===== config.mk =====
export PLATFORM = sky130hd
export DESIGN_NAME = binary_to_one_hot_pulser_flat
export DESIGN_NICKNAME = d
export VERILOG_FILES = /design/src/rtl/binary_to_one_hot_pulser_if.sv /design/src/rtl/binary_to_one_hot_pulser.sv /design/src/flat_wrapper.sv
export SDC_FILE = /design/constraint.sdc
export NUM_CORES = 1
export LEC_CHECK = 0
export ABC_AREA = 1
export ABC_CLOCK_PERIOD_IN_PS = 900
export BUFFER_PORTS_ARGS = -buffer_cell sky130_fd_sc_hd__buf_2
export CAP_MARGIN = 20
export CORE_AREA = 2 2 39 41
export CTS_CLUSTER_SIZE = 10
export DETAILED_ROUTE_END_ITERATION = 7
export DIE_AREA = 0 0 41 43
export MAX_ROUTING_LAYER = met4
export PLACE_DENSITY = 0.57
export SLEW_MARGIN = 20
export SYNTH_ARGS = -nofsm -noshare
export SYNTH_HDL_FRONTEND = slang
export SYNTH_SLANG_ARGS = --single-unit

===== constraint.sdc =====
create_clock -name clk -period 0.9 [get_ports clk]
set_input_delay 0.135 -clock clk [delete_from_list [all_inputs] [get_ports clk]]
set_output_delay 0.135 -clock clk [all_outputs]
set_load 0.01 [all_outputs]

===== src/rtl/binary_to_one_hot_pulser_if.sv =====
// Handshake and one-hot output bundle for binary_to_one_hot_pulser.
// The master side supplies indices and the slave side drives the one-hot lines.
`timescale 1ns/1ps
interface binary_to_one_hot_pulser_if #(
    parameter int OUTPUT_WIDTH = 8,
    parameter int INPUT_WIDTH  = $clog2(OUTPUT_WIDTH)
);
    logic                    in_valid;
    logic                    in_ready;
    logic [INPUT_WIDTH-1:0]  binary_in;
    logic [OUTPUT_WIDTH-1:0] one_hot_out;
    logic                    out_active;
    logic                    err_range;

    modport master (
        output in_valid, binary_in,
        input  in_ready, one_hot_out, out_active, err_range
    );

    modport slave (
        input  in_valid, binary_in,
        output in_ready, one_hot_out, out_active, err_range
    );
endinterface


===== src/rtl/binary_to_one_hot_pulser.sv =====
// Registered binary-to-one-hot driver: each accepted index drives its line for
// HOLD_CYCLES cycles, then the output is forced to zero for GAP_CYCLES cycles.
`timescale 1ns/1ps
module binary_to_one_hot_pulser #(
    parameter int OUTPUT_WIDTH = 8,
    parameter int INPUT_WIDTH  = $clog2(OUTPUT_WIDTH),
    parameter int HOLD_CYCLES  = 1,
    parameter int GAP_CYCLES   = 0
) (
    input logic                       clk,
    input logic                       rst,
    binary_to_one_hot_pulser_if.slave bus
);
    localparam int CNT_MAX = (HOLD_CYCLES > GAP_CYCLES) ? HOLD_CYCLES : GAP_CYCLES;
    localparam int CNT_W   = $clog2(CNT_MAX + 1);

    localparam logic [CNT_W-1:0] HOLD_LOAD = CNT_W'(HOLD_CYCLES - 1);
    localparam logic [CNT_W-1:0] GAP_LOAD  = (GAP_CYCLES > 0) ? CNT_W'(GAP_CYCLES - 1) : '0;
    localparam logic [CNT_W-1:0] CNT_ONE   = CNT_W'(1);

    localparam logic [OUTPUT_WIDTH-1:0] LINE0 = OUTPUT_WIDTH'(1);

    localparam logic [1:0] ST_IDLE = 2'd0;
    localparam logic [1:0] ST_HOLD = 2'd1;
    localparam logic [1:0] ST_GAP  = 2'd2;

    logic [1:0]              state, state_n;
    logic [CNT_W-1:0]        cnt, cnt_n;
    logic [OUTPUT_WIDTH-1:0] one_hot, one_hot_n;
    logic                    active;
    logic                    err, err_n;

    logic [INPUT_WIDTH-1:0]  index;
    logic                    ready;
    logic                    take;
    logic                    in_range;

    assign index    = bus.binary_in;
    // Range test happens before the shift so no line beyond OUTPUT_WIDTH can be set.
    assign in_range = ({{(32-INPUT_WIDTH){1'b0}}, index} < 32'(OUTPUT_WIDTH));

    // Ready depends only on state and counter, never on in_valid.
    assign ready = (state == ST_IDLE)
                 | ((state == ST_HOLD) && (cnt == '0) && (GAP_CYCLES == 0))
                 | ((state == ST_GAP)  && (cnt == '0));
    assign take  = bus.in_valid && ready;

    always_comb begin
        // NOTE: every target gets a default first, so no path through the case can infer a latch.
        state_n   = state;
        cnt_n     = cnt;
        one_hot_n = one_hot;
        err_n     = 1'b0;

        if (ready) begin
            if (take && in_range) begin
                one_hot_n = LINE0 << index;
                cnt_n     = HOLD_LOAD;
                state_n   = ST_HOLD;
            end else begin
                one_hot_n = '0;
                cnt_n     = '0;
                state_n   = ST_IDLE;
                err_n     = take;
            end
        end else if (cnt != '0) begin
            cnt_n = cnt - CNT_ONE;
        end else begin
            // Only reachable at the end of a hold when a gap is configured.
            one_hot_n = '0;
            cnt_n     = GAP_LOAD;
            state_n   = ST_GAP;
        end
    end

    // NOTE: state registers use non-blocking assignments so all of them update together on the edge.
    always_ff @(posedge clk or posedge rst) begin
        if (rst) begin
            state   <= ST_IDLE;
            cnt     <= '0;
            one_hot <= '0;
            active  <= 1'b0;
            err     <= 1'b0;
        end else begin
            state   <= state_n;
            cnt     <= cnt_n;
            one_hot <= one_hot_n;
            active  <= |one_hot_n;
            err     <= err_n;
        end
    end

    assign bus.in_ready    = ready;
    assign bus.one_hot_out = one_hot;
    assign bus.out_active  = active;
    assign bus.err_range   = err;
endmodule

===== src/flat_wrapper.sv =====
// flat-port wrapper written by rule: the top's interface ports become plain ports
module binary_to_one_hot_pulser_flat 
#(
    parameter int OUTPUT_WIDTH = 8,
    parameter int INPUT_WIDTH  = $clog2(OUTPUT_WIDTH),
    parameter int HOLD_CYCLES  = 1,
    parameter int GAP_CYCLES   = 0
)
  (clk, rst, bus_in_valid, bus_binary_in, bus_in_ready, bus_one_hot_out, bus_out_active, bus_err_range);
  binary_to_one_hot_pulser_if #(.OUTPUT_WIDTH(OUTPUT_WIDTH), .INPUT_WIDTH(INPUT_WIDTH)) bus_i ();
  input logic clk;
  input logic rst;
  input wire logic [$bits(bus_i.in_valid)-1:0] bus_in_valid;
  input wire logic [$bits(bus_i.binary_in)-1:0] bus_binary_in;
  output wire logic [$bits(bus_i.in_ready)-1:0] bus_in_ready;
  output wire logic [$bits(bus_i.one_hot_out)-1:0] bus_one_hot_out;
  output wire logic [$bits(bus_i.out_active)-1:0] bus_out_active;
  output wire logic [$bits(bus_i.err_range)-1:0] bus_err_range;
  assign bus_i.in_valid = bus_in_valid;
  assign bus_i.binary_in = bus_binary_in;
  assign bus_in_ready = bus_i.in_ready;
  assign bus_one_hot_out = bus_i.one_hot_out;
  assign bus_out_active = bus_i.out_active;
  assign bus_err_range = bus_i.err_range;
  binary_to_one_hot_pulser #(.OUTPUT_WIDTH(OUTPUT_WIDTH), .INPUT_WIDTH(INPUT_WIDTH), .HOLD_CYCLES(HOLD_CYCLES), .GAP_CYCLES(GAP_CYCLES)) u_core (.clk(clk), .rst(rst), .bus(bus_i));
endmodule

# Yosys cells after proc, flatten, opt, wreduce, memory -nomap -nowiden
# Index checks and enable logic that the tools add are counted.
# word_totals
input_bits,6
elab_cells,25
register_bits,12
out_inout_bits,11
# classes
bitwise_logic,3
shifts,1
addsub,1
n_mux,8
n_eq_ne,3
n_reduce_logical,5
# ops
op,n
two-way mux 8 bit,3
OR reduction 8 bit,1
left shift 1 x 3 -> 8 bit (first input constant),1
two-way mux 2 bit,2
logical AND 1 bit,3
two-way mux 1 bit,3
== test 2 x 1 -> 1 bit (second input constant),1
== test 2 bit (second input constant),1
zero test 2 bit,1
inequality test 2 bit (second input constant),1
bitwise OR 1 bit,2
NOT 1 bit,1
subtractor 1 bit (second input constant),1

# Logic depth before layout (Yosys ltp)
# Gate-level depths: netlist of the first run.
# logic_depth
ltp_word,8
depth_mapped,3
ltp_nobuf,3

# Least setup slack after synthesis of the first run
# Ideal clock, no wire load.
# synth_path
path_kind,register to register
from,reg u_core.state[1]
to,"reg u_core.one_hot[0], in the netlist u_core.bus.one_hot_out[0]"
path_slack_ns,0.155
setup_ns,0.072
path_buffers,0
t_arrival_ns,0.673
stages_incl_launch_ff,4
synth_period_minus_slack_ns,0.745
required_time_ns,0.828
cell_sequence,dfrtp_1 > nand2_2 > nand2_2 > nor2_1
# synth_between
elab_chain_len,7
word_cells_on_any_way,10
classes_between,eq/ne (2); mux (2); bitwise (2); reduce/logical (4)
# synth_lines
element,line_no,rtl
from (decl),binary_to_one_hot_pulser.sv:27,"logic [1:0] state, state_n;"
from (signal assigned),binary_to_one_hot_pulser.sv:85,state <= state_n;
== test 2 x 1 -> 1 bit,binary_to_one_hot_pulser.sv:44,| ((state == ST_HOLD) && (cnt == '0) && (GAP_CYCLES == 0))
logical AND 1 bit,binary_to_one_hot_pulser.sv:44,
bitwise OR 1 bit,binary_to_one_hot_pulser.sv:44,
bitwise OR 1 bit *,binary_to_one_hot_pulser.sv:45,| ((state == ST_GAP) && (cnt == '0));
via bus_in_ready,flat_wrapper.sv:15,output wire logic [$bits(bus_i.in_ready)-1:0] bus_in_ready;
logical AND 1 bit,binary_to_one_hot_pulser.sv:46,assign take = bus.in_valid && ready;
two-way mux 8 bit,binary_to_one_hot_pulser.sv:56,if (take && in_range) begin
two-way mux 8 bit *,binary_to_one_hot_pulser.sv:55,if (ready) begin
via u_core.one_hot_n[0],binary_to_one_hot_pulser.sv:29,"logic [OUTPUT_WIDTH-1:0] one_hot, one_hot_n;"
to (signal assigned),binary_to_one_hot_pulser.sv:87,one_hot <= one_hot_n;
to (decl),binary_to_one_hot_pulser.sv:29,
# The timed path passes the listed nets; every way through them passes the cells marked *.
# A chain may end at the register's enable or synchronous reset.

# Worst setup path in the final report of the first run
# layout_path
from,reg u_core.state[0]
to,out bus_in_ready
# layout_between
elab_chain_len,4
word_cells_on_any_way,7
classes_between,eq/ne (2); bitwise (2); reduce/logical (3)
# layout_lines
element,line_no
== test 2 x 1 -> 1 bit,binary_to_one_hot_pulser.sv:44
logical AND 1 bit,binary_to_one_hot_pulser.sv:44
bitwise OR 1 bit,binary_to_one_hot_pulser.sv:44
bitwise OR 1 bit *,binary_to_one_hot_pulser.sv:45
to (decl),flat_wrapper.sv:15
# Every way passes the cells marked *; elsewhere a longest branch is shown, timed or not.

==> Implementation_results.wiki, run 1 <==
{| class="wikitable"
! Metric !! Value
|-
| Sequential cell area || 275 µm²
|-
| Unrepaired setup endpoints after global routing || yes
|-
| Synthesized netlist cell count || 39
|-
| Routed Antenna Nets || 0
|-
| Number of hold-slack violations in the final timing report || 0
|-
| Number of synthesized flops with an enable pin || 0
|-
| Cell with the most instances after synthesis || dfrtp_1
|-
| Total of flip-flops plus latches after synthesis || 11
|-
| Largest incremental delay on the critical path || between 300 and 400 ps
|-
| Pin count of the biggest net entering global routing || 12
|-
| Ports || 17
|-
| Violated checks || negative setup slack
|-
| Setup violations, final || 1
|-
| Routed length per placed instance || approximately 9.4 µm
|-
| Buf+Inv Stages, Crit Path || 1
|-
| Total of max-cap violations || 0
|-
| Leakage power figure || 0.000322 µW
|-
| Shortest period the worst path allows || 947 ps
|-
| Cts bufs inserted || 3
|-
| Number of global-route vias before repair || 269
|-
| Simple-gate share of the synthesized area || about a fifth
|-
| Fmax achieved || 1060 MHz
|-
| Clock transition at path regs || 70 ps
|-
| Final core utilization || 40.1%
|-
| Power density cells || 1640 nW/µm²
|-
| Area share of xor/xnor cells in the synthesized design || 0%
|-
| Detail Placement HPWL || 521 µm
|-
| Commonest register cell after synthesis || dfrtp_1
|-
| Antenna Cells || 0
|-
| Post-Synth Adder-Cell Area || 0%
|-
| Netlist area before placement || a little under 400 µm²
|-
| Maximum fanout encountered on the critical timing path || 2
|-
| Clock net sink count || 11
|-
| Share of the synthesized area in the top cell type || 69.4%
|-
| CTS max path bufs || 2
|-
| Signal arrival time at the worst endpoint || 810 ps
|-
| Crit path setup slack, layout || -46.5 ps
|-
| TritonCTS clock tree || done
|-
| Starting Density || 28.7%
|-
| Synthesis Warnings || 0
|-
| Share of synthesized flip-flops with an asynchronous set or reset || 100%
|-
| Setup skew after layout || roughly 3.6 ps
|-
| Multiplexer share of the synthesized area || 0%
|-
| Most frequent cells after synthesis || 11 x dfrtp_1, 9 x nor2_1, 7 x inv_1, 6 x nand3_1
|-
| Fraction of final layout cells sized beyond drive strength 1 || between 40% and 50%
|-
| Combinational family with the most area after synthesis || simple AND/OR/NAND/NOR gates
|-
| Routed wire length || between 700 and 800 µm
|-
| Die Footprint || 1760 µm²
|-
| Sequential share of the synthesized area || 69.4%
|-
| Maximum vdd ir drop || ~450 µV
|-
| Aggregate global routing overflow || 0
|-
| Floorplan core area || 1380 µm²
|-
| Fin crit share || 105%
|-
| Detailed router's first-iteration violation count || 2
|-
| Root buffer cell || clkbuf_4
|-
| Multi-input logic area || 103 µm²
|-
| Final standard cell count with taps included and fillers excluded || 75
|-
| Yosys top cell by area || dfrtp_1
|-
| Pins over their slew limit || 0
|-
| Count of buffers inserted at the top-level ports || 15
|-
| CTS HTree Levels || 1
|-
| Die Width || 41 µm
|-
| Cell with the largest stage delay on the worst path || dfrtp_1
|-
| Kind of critical path || reg2out
|-
| Last weighted congestion value of the routability-driven placer || 0.683
|-
| Via density per instance || roughly 4.2
|-
| Via count || 312
|-
| Total nets after synthesis || 45
|-
| Antenna violations before repair || 0
|-
| Rows || 14
|-
| Complex-gate fraction of the synthesized area || 0%
|-
| Floorplan die height || 43 µm
|-
| Kind of launch point of the worst setup path || flop
|-
| Placed cell count || slightly below 70
|-
| Layout filler cell count || about 160
|-
| CP endpoint kind || primary output
|-
| Count of distinct cell types in the synthesized netlist || 8
|-
| Series of cell instances along the critical path || nand2_2 -> buf_6
|-
| Net count, final || 66
|-
| Area growth from synthesis to final layout || 40.1%
|-
| Number of design rule violations left after detail routing || 0
|-
| DR pass1 iterations || 4
|-
| Most area-consuming cells after synthesis || dfrtp_1 69%, nor2_1 8.5%, nand3_1 7.6%
|-
| Worst hold-check path type || in2reg
|-
| Run status || complete, but fails checks
|-
| Wire length of the first global-routing pass || ~1100 µm
|-
| Required time at the endpoint of the critical path || 760 ps
|-
| Clock latency on the worst-skew pair || 250 ps
|-
| Mean instance size in the synthesized netlist || around 10 µm²
|-
| Total global-route track usage || under 10%
|-
| Cell type group with the largest total delay on the critical path || flip-flops
|-
| Sum of negative setup slack || -46.5 ps
|}
## what timing repair did
action,in CTS,in global routing
pin swaps,1,0
endpoints found under the setup margin,1,19
hold buffers,1,0
hold endpoints to repair,11,0
resized for setup,1,6
buffers inserted,1,0
## power breakdown
part,internal [µW],total (µW),switching (µW),leakage [µW]
registers,508,511,3.46,0.000147
logic,30.8,84.7,54.0,0.000160
clock network,171,314,143,0.0000150
total,709,909,200,0.000322
## worst register-to-register path, stage by stage (launching register included)
cell     delay, ps
dfrtp_1        370
nand2_2         80
buf_4          130
nand2_4         90
nor2_2         120
## layer usage
layer  wire, µm  track usage, %  share of wire [%]
met1        281            11.8                 40
met5          0               -                  0
met3         52            1.57                7.4
met4         14            8.00                2.0
met2        356            12.2                 50
## kinds of logic (layout without fill, tap and decap cells)
family                 Yosys count  in the layout
buffers and inverters            8             28
flip-flops                      11             11
other                            1              1
AND/OR/NAND/NOR                 19             19
## registers in the layout, indices dropped and copies added, names as in the netlist
name                    flops
u_core.state                2
u_core.bus.one_hot_out      8
u_core.bus.out_active       1
## layout make-up
type	count	share of cell area (%)
flip-flops and latches	11	49.5
repair buffers	17	18.9
multi-input cells	20	18.5
clock buffers	4	4.73
inverters	7	4.73
well taps	16	3.60
## layout by cell type (no fill, tap or decap)
master	count
dlygate4sd3_1	1
clkbuf_4	3
nand2_1	2
nand3_1	6
inv_1	7
nor2_2	4
conb_1	1
nor2_1	5
buf_6	2
dfrtp_1	11
buf_4	1
buf_2	13
nand2_2	1
clkbuf_1	1
nand2_4	1
## stage by stage
step / hold WS (ps) / cell area (µm²) / power (µW) / worst slack (ps)
after floorplan: -12.6 / 397 / 563 / 155
after global placement: 128 / 484 / 594 / 141
after detailed placement: 133 / 484 / 596 / 112
after CTS: 140 / 534 / 908 / -51.1
after global routing: 150 / 556 / 967 / -92.3
final: 149 / 556 / 909 / -46.5
## worst paths after layout
| check | startpoint | endpoint | slack [ps] | cells after the start |
|---|---|---|---|---|
| max | u_core.state[0]$_DFF_PP0_ | bus_in_ready | -50 | 2 |
| min | bus_binary_in[2] | u_core.bus.one_hot_out[4]$_DFF_PP0_ | 150 | 3 |
| max reg2reg | u_core.state[0]$_DFF_PP0_ | u_core.bus.one_hot_out[2]$_DFF_PP0_ | 40 | 4 |
| min reg2reg | u_core.state[0]$_DFF_PP0_ | u_core.state[1]$_DFF_PP0_ | 630 | 3 |
| max in group asynchronous | rst | u_core.bus.one_hot_out[3]$_DFF_PP0_ | 210 | 3 |
| min in group asynchronous | rst | u_core.bus.out_active$_DFF_PP0_ | 410 | 3 |
Power figures use the tool's default switching activity.
==> run 2: changes to the inputs <==
--- a/config.mk
+++ b/config.mk
@@ -6,14 +6,13 @@
 export NUM_CORES = 1
 export LEC_CHECK = 0
 export ABC_AREA = 1
-export ABC_CLOCK_PERIOD_IN_PS = 900
+export ABC_CLOCK_PERIOD_IN_PS = 890
 export BUFFER_PORTS_ARGS = -buffer_cell sky130_fd_sc_hd__buf_2
-export CAP_MARGIN = 20
+export CAP_MARGIN = 15
 export CORE_AREA = 2 2 39 41
 export CTS_CLUSTER_SIZE = 10
 export DETAILED_ROUTE_END_ITERATION = 7
 export DIE_AREA = 0 0 41 43
-export MAX_ROUTING_LAYER = met4
 export PLACE_DENSITY = 0.57
 export SLEW_MARGIN = 20
 export SYNTH_ARGS = -nofsm -noshare
==> constraint.sdc (replaced) <==
create_clock -name clk -period 0.89 [get_ports clk]
set_input_delay 0.1335 -clock clk [delete_from_list [all_inputs] [get_ports clk]]
set_output_delay 0.1335 -clock clk [all_outputs]
set_load 0.01 [all_outputs]
==> run 2 against run 1 <==
Against the previous run: the run still ends with negative setup slack left; setup slack worse by 8.2 ps; wire length decreased by 0.43%; register-to-register slack about the same.
==> Implementation_results.wiki, run 2 (same netlist as run 1, synthesis figures left out) <==
{| class="wikitable"
! Metric !! Value
|-
| Unrepaired setup endpoints after global routing || yes
|-
| Aggregate global routing overflow || 0
|-
| Hold path start || bus_binary_in[2]
|-
| Clock transition at path regs || around 70 ps
|-
| Cell with the largest stage delay on the worst path || dfrtp_1
|-
| Leading cell type in the layout, fill and taps excluded || buf_2
|-
| Number of cells traversed by the worst register-to-register path || 4
|-
| Routed met1 length || 277 µm
|-
| Clock latency on the worst-skew pair || 250 ps
|-
| Total global-route track usage || a little under a tenth
|-
| Worst Hold End || u_core.bus.one_hot_out[4]$_DFF_PP0_
|-
| Power density cells || 1640 nW/µm²
|-
| Worst hold-check path type || in2reg
|-
| Count of buffers inserted at the top-level ports || 15
|-
| Crit path setup slack, layout || -54.7 ps
|-
| Pre-CTS setup slack || 102 ps
|-
| Fraction of final layout cells sized beyond drive strength 1 || 42.4%
|-
| Floorplan die height || 43 µm
|-
| DR pass1 iterations || 4
|-
| Setup skew after layout || roughly 1.4 ps
|-
| Instance area after placement || 484 µm²
|-
| Multi-input logic area || approximately 110 µm²
|-
| Routed wire length on met2 || 353 µm
|-
| Sequential cell area || 275 µm²
|-
| Worst reg-to-reg setup slack || 40 ps
|-
| Ports || 17
|-
| Run status || complete, but fails checks
|-
| Flip-flop count of the largest register, all copies and words added || 8
|-
| Pin count of the biggest net entering global routing || 12
|-
| Shortest period the worst path allows || 945 ps
|-
| Summed area of non-filler cells in the final layout || approximately 560 µm²
|-
| Fmax achieved || around 1100 MHz
|-
| Clock net sink count || 11
|-
| Starting Density || 28.7%
|-
| Setup violations, final || 1
|-
| Max Used Layer || met4
|-
| Number of hold-slack violations in the final timing report || 0
|-
| Maximum vdd ir drop || 457 µV
|-
| CP endpoint kind || primary output
|-
| Number of global-route vias before repair || 269
|-
| Number of stages on the worst hold path || 3
|-
| TritonCTS clock tree || done
|-
| Worst R2R End || u_core.bus.one_hot_out[2]$_DFF_PP0_
|-
| Layout filler cell count || around 150
|-
| Via count || 309
|-
| Leading cell types in the layout, fill and taps excluded || 13 x buf_2, 11 x dfrtp_1, 7 x inv_1
|-
| Reg-to-Reg Start || u_core.state[0]$_DFF_PP0_
|-
| Routed length on met3 || between 50 and 60 µm
|-
| Final Hold Slack || 149 ps
|-
| Leakage power figure || 0.000323 µW
|-
| Wire length of the first global-routing pass || between 1000 and 1500 µm
|-
| Maximum fanout encountered on the critical timing path || 2
|-
| Fin crit share || 106%
|-
| Area growth from synthesis to final layout || 42.3%
|-
| Cts bufs inserted || 3
|-
| Die Footprint || 1760 µm²
|-
| Kind of launch point of the worst setup path || flop
|-
| Antenna violations before repair || 0
|-
| Required time at the endpoint of the critical path || 760 ps
|-
| Root buffer cell || clkbuf_4
|-
| Die Width || 41 µm
|-
| Floorplan core area || 1380 µm²
|-
| Kind of critical path || reg2out
|-
| Final standard cell count with taps included and fillers excluded || between 70 and 80
|-
| Routed length per placed instance || approximately 9.4 µm
|-
| Pins over their slew limit || 0
|-
| Violated checks || negative setup slack
|-
| Antenna Cells || 0
|-
| Detailed router's first-iteration violation count || 3
|-
| Largest incremental delay on the critical path || about 370 ps
|-
| Detail Placement HPWL || 521 µm
|-
| Routed wire length || 702 µm
|-
| Total of max-cap violations || 0
|-
| Overall Power || 924 µW
|-
| Number of design rule violations left after detail routing || 0
|-
| Net count, final || 66
|-
| Signal arrival time at the worst endpoint || slightly above 800 ps
|-
| Last weighted congestion value of the routability-driven placer || about 0.68
|-
| Via density per instance || 4.12
|-
| CTS HTree Levels || 1
|-
| Series of cell instances along the critical path || nand2_2 -> buf_6
|-
| Rows || 14
|-
| Placed cell count || 69
|-
| CTS max path bufs || 2
|-
| Routed Antenna Nets || 0
|}
-- run 2: repair_timing --
action / CTS / global route
resized for setup: 1 / 7
endpoints found under the setup margin: 1 / 20
gates cloned: 0 / 0
hold buffers: 1 / 0
pin swaps: 1 / 0
setup buffers: 1 / 0
hold endpoints to repair: 11 / 0
-- run 2: metrics by stage --
| stage | util [%] | TNS [ps] |
|---|---|---|
| 2_1_floorplan | - | 0 |
| 3_3_place_gp | 35.0 | 0 |
| 3_5_place_dp | 35.0 | 0 |
| 4_1_cts | 38.6 | -66.6 |
| 5_1_grt | 40.8 | -285 |
| 6_report | 40.8 | -54.7 |
-- run 2: worst max path at each step --
stage,start,endpoint,slack (ps),depth (start not counted)
floorplan,u_core.state[1]$_DFF_PP0_,u_core.bus.one_hot_out[0]$_DFF_PP0_,150,3
global placement,u_core.state[1]$_DFF_PP0_,u_core.bus.one_hot_out[2]$_DFF_PP0_,130,3
detailed placement,u_core.state[1]$_DFF_PP0_,u_core.bus.one_hot_out[4]$_DFF_PP0_,100,3
CTS,u_core.state[0]$_DFF_PP0_,bus_in_ready,-60,2
global route,u_core.state[1]$_DFF_PP0_,bus_in_ready,-100,2
finish,u_core.state[0]$_DFF_PP0_,bus_in_ready,-50,2
-- run 2: per-layer routing --
layer,up-vias,track usage (%)
met5,-,0
met2,13,12.2
met1,142,11.5
met3,2,2.09
met4,0,8.00
li1,152,-
-- run 2: power by group --
group          internal [µW]  leakage (µW)  switching [µW]
clock                    173     0.0000150             146
sequential               513      0.000147            3.49
combinational           33.1      0.000161            56.3
total                    719      0.000323             205
-- run 2: cell type report --
type	instances	share of cell area, %
well taps	16	3.55
inverters	7	4.66
flip-flops and latches	11	48.8
clock buffers	4	4.66
multi-input cells	20	19.7
repair buffers	17	18.6
-- run 2: worst max-delay path: cells and delay by family, from the launching register on --
kind / cells / cell delay (ps)
buffers and inverters: 1 / 100
and+or+nand+nor: 1 / 80
DFF: 1 / 370
==> run 3: changes to the inputs <==
--- a/config.mk
+++ b/config.mk
@@ -6,7 +6,7 @@
 export NUM_CORES = 1
 export LEC_CHECK = 0
 export ABC_AREA = 1
-export ABC_CLOCK_PERIOD_IN_PS = 890
+export ABC_CLOCK_PERIOD_IN_PS = 900
 export BUFFER_PORTS_ARGS = -buffer_cell sky130_fd_sc_hd__buf_2
 export CAP_MARGIN = 15
 export CORE_AREA = 2 2 39 41
==> constraint.sdc (replaced) <==
create_clock -name clk -period 0.9 [get_ports clk]
set_input_delay 0.135 -clock clk [delete_from_list [all_inputs] [get_ports clk]]
set_output_delay 0.135 -clock clk [all_outputs]
set_load 0.01 [all_outputs]
==> run 3 against run 2 <==
Against the previous run: the run still ends with negative setup slack left; non-clock buffer count unchanged; clock-buffer cell count stayed put; worst hold slack improved by 1.5 ps; register-to-register slack about the same; cell count did not move; sequential cell count unchanged; setup slack improved by 9.0 ps.
==> Implementation_results.wiki, run 3 (same netlist as run 1, synthesis figures left out) <==
{| class="wikitable"
! Metric !! Value
|-
| Unrepaired setup endpoints after global routing || yes
|-
| Cell type group with the largest total delay on the critical path || flip-flops
|-
| Switching power of the nets || slightly above 200 µW
|-
| Fmax achieved || 1060 MHz
|-
| Antenna violations before repair || 0
|-
| Via count || 309
|-
| Detailed router's first-iteration violation count || 3
|-
| Total of max-cap violations || 0
|-
| Buf+Inv Stages, Crit Path || 1
|-
| Ports || 17
|-
| Number of design rule violations left after detail routing || 0
|-
| Shortest period the worst path allows || 946 ps
|-
| Portion of total power attributed to the clock network || roughly a third
|-
| Violated checks || negative setup slack
|-
| Antenna Cells || 0
|-
| Switching share of power || roughly 22%
|-
| Kind of launch point of the worst setup path || flop
|-
| Run status || complete, but fails checks
|-
| Hold path start || bus_binary_in[2]
|-
| Rows || 14
|-
| First element of the critical path || u_core.state[0]$_DFF_PP0_
|-
| Floorplan die height || 43 µm
|-
| Internal Power || 709 µW
|-
| Clock transition at path regs || 70 ps
|-
| Routed Antenna Nets || 0
|-
| Proportion of power drawn by flip-flops and latches || 56.1%
|-
| Root buffer cell || clkbuf_4
|-
| Power density cells || 1640 nW/µm²
|-
| Via density per instance || between 4 and 5
|-
| Reg-to-Reg Start || u_core.state[0]$_DFF_PP0_
|-
| Instance area after placement || 484 µm²
|-
| DR pass1 iterations || 4
|-
| Floorplan core area || 1380 µm²
|-
| Cell with the largest stage delay on the worst path || dfrtp_1
|-
| Setup violations, final || 1
|-
| CP endpoint kind || primary output
|-
| Routed length per placed instance || 9.36 µm
|-
| Crit path setup slack, layout || -45.7 ps
|-
| Setup skew after layout || 1.44 ps
|-
| Required time at the endpoint of the critical path || 760 ps
|-
| Aggregate global routing overflow || 0
|-
| CTS max path bufs || 2
|-
| Pre-CTS setup slack || 112 ps
|-
| Pin count of the biggest net entering global routing || 12
|-
| Number of global-route vias before repair || 269
|-
| Series of cell instances along the critical path || nand2_2 -> buf_6
|-
| Starting Density || between 20 and 30%
|-
| Detail Placement HPWL || roughly 520 µm
|-
| Last weighted congestion value of the routability-driven placer || slightly below 0.7
|-
| Number of hold-slack violations in the final timing report || 0
|-
| Kind of critical path || reg2out
|-
| Leakage power figure || 0.000322 µW
|-
| Summed area of non-filler cells in the final layout || around 560 µm²
|-
| Area growth from synthesis to final layout || 40.1%
|-
| Net count, final || 66
|-
| Flip-flop count of the largest register, all copies and words added || 8
|-
| Die Width || 41 µm
|-
| Maximum vdd ir drop || 452 µV
|-
| Worst reg-to-reg setup slack || 40 ps
|-
| Worst hold-check path type || in2reg
|-
| Clock latency on the worst-skew pair || 250 ps
|-
| Total global-route track usage || 9.07%
|-
| CTS HTree Levels || 1
|-
| Wire length of the first global-routing pass || between 1000 and 1500 µm
|-
| Final core utilization || 40.1%
|-
| Sum of negative setup slack || -45.7 ps
|-
| Fin crit share || 105%
|-
| Leading cell types in the layout, fill and taps excluded || 13 x buf_2, 11 x dfrtp_1, 7 x inv_1
|-
| Clock net sink count || 11
|-
| Maximum fanout encountered on the critical timing path || 2
|-
| Leading cell type in the layout, fill and taps excluded || buf_2
|-
| Count of buffers inserted at the top-level ports || 15
|-
| Combinational cell fraction of total power || under 10%
|-
| Routed wire length || approximately 700 µm
|-
| Cts bufs inserted || 3
|-
| Largest incremental delay on the critical path || 370 ps
|-
| Fraction of final layout cells sized beyond drive strength 1 || between 40% and 50%
|-
| Die Footprint || 1760 µm²
|-
| Signal arrival time at the worst endpoint || around 810 ps
|-
| Pins over their slew limit || 0
|-
| TritonCTS clock tree || done
|}
==> run 3: changes by cell type in the layout (fill, tap and decap cells not counted) <==
cell     previous run  this run
nand2_8             1         0
nand2_4             0         1
==> run 3: worst paths after layout <==
check	end	depth (start not counted)
setup / recovery	bus_in_ready	2
hold / removal	u_core.bus.one_hot_out[4]$_DFF_PP0_	3
setup reg to reg	u_core.bus.one_hot_out[2]$_DFF_PP0_	4
hold reg to reg	u_core.state[1]$_DFF_PP0_	3
max in group asynchronous	u_core.bus.one_hot_out[3]$_DFF_PP0_	3
min in group asynchronous	u_core.bus.out_active$_DFF_PP0_	3
==> run 3: through the flow <==
step,hold slack (ps),instances,total power [µW]
final,150,75,911
after global routing,153,75,962
after CTS,140,75,908
after floorplan,-12.6,39,563
after global placement,128,69,594
after detailed placement,133,69,596
==> run 3: worst reg2reg max path, cell delays in order, from the launching register on <==
cell,delay [ps]
dfrtp_1,370
nand2_2,80
buf_4,130
nand2_4,90
nor2_2,120
==> run 3: layout make-up <==
cell class / instances / area, µm²
Tap cell: 16 / 20.0
Fill cell: 155 / 828
Sequential cell: 11 / 275
Timing Repair Buffer: 17 / 105
Clock buffer: 4 / 26.3
Multi-Input combinational cell: 20 / 103
Inverter: 7 / 26.3
==> run 3: metal layers <==
| layer | part of all wire [%] | global-route usage [%] |
|---|---|---|
| met1 | 39 | 11.5 |
| met4 | 2.0 | 8.00 |
| met5 | 0 | 0 |
| met2 | 50 | 12.2 |
| met3 | 8.0 | 2.09 |
==> run 3: power by group through the flow <==
stage / Combinational (µW) / Sequential, µW / Clock [µW]
2_1_floorplan: 35.9 / 527 / 0
3_3_place_gp: 74.2 / 520 / 0
3_5_place_dp: 75.7 / 520 / 0
4_1_cts: 79.0 / 511 / 318
5_1_grt: 97.9 / 512 / 353
6_report: 84.7 / 511 / 315
==> run 3: repair_timing <==
| action | CTS | global route |
|---|---|---|
| setup endpoints to repair | 1 | 19 |
| pin swaps | 1 | 0 |
| hold buffers | 1 | 0 |
| cloned | 0 | 0 |
| hold endpoints to repair | 11 | 0 |
| buffers inserted | 1 | 0 |
| gates resized for setup | 1 | 6 |
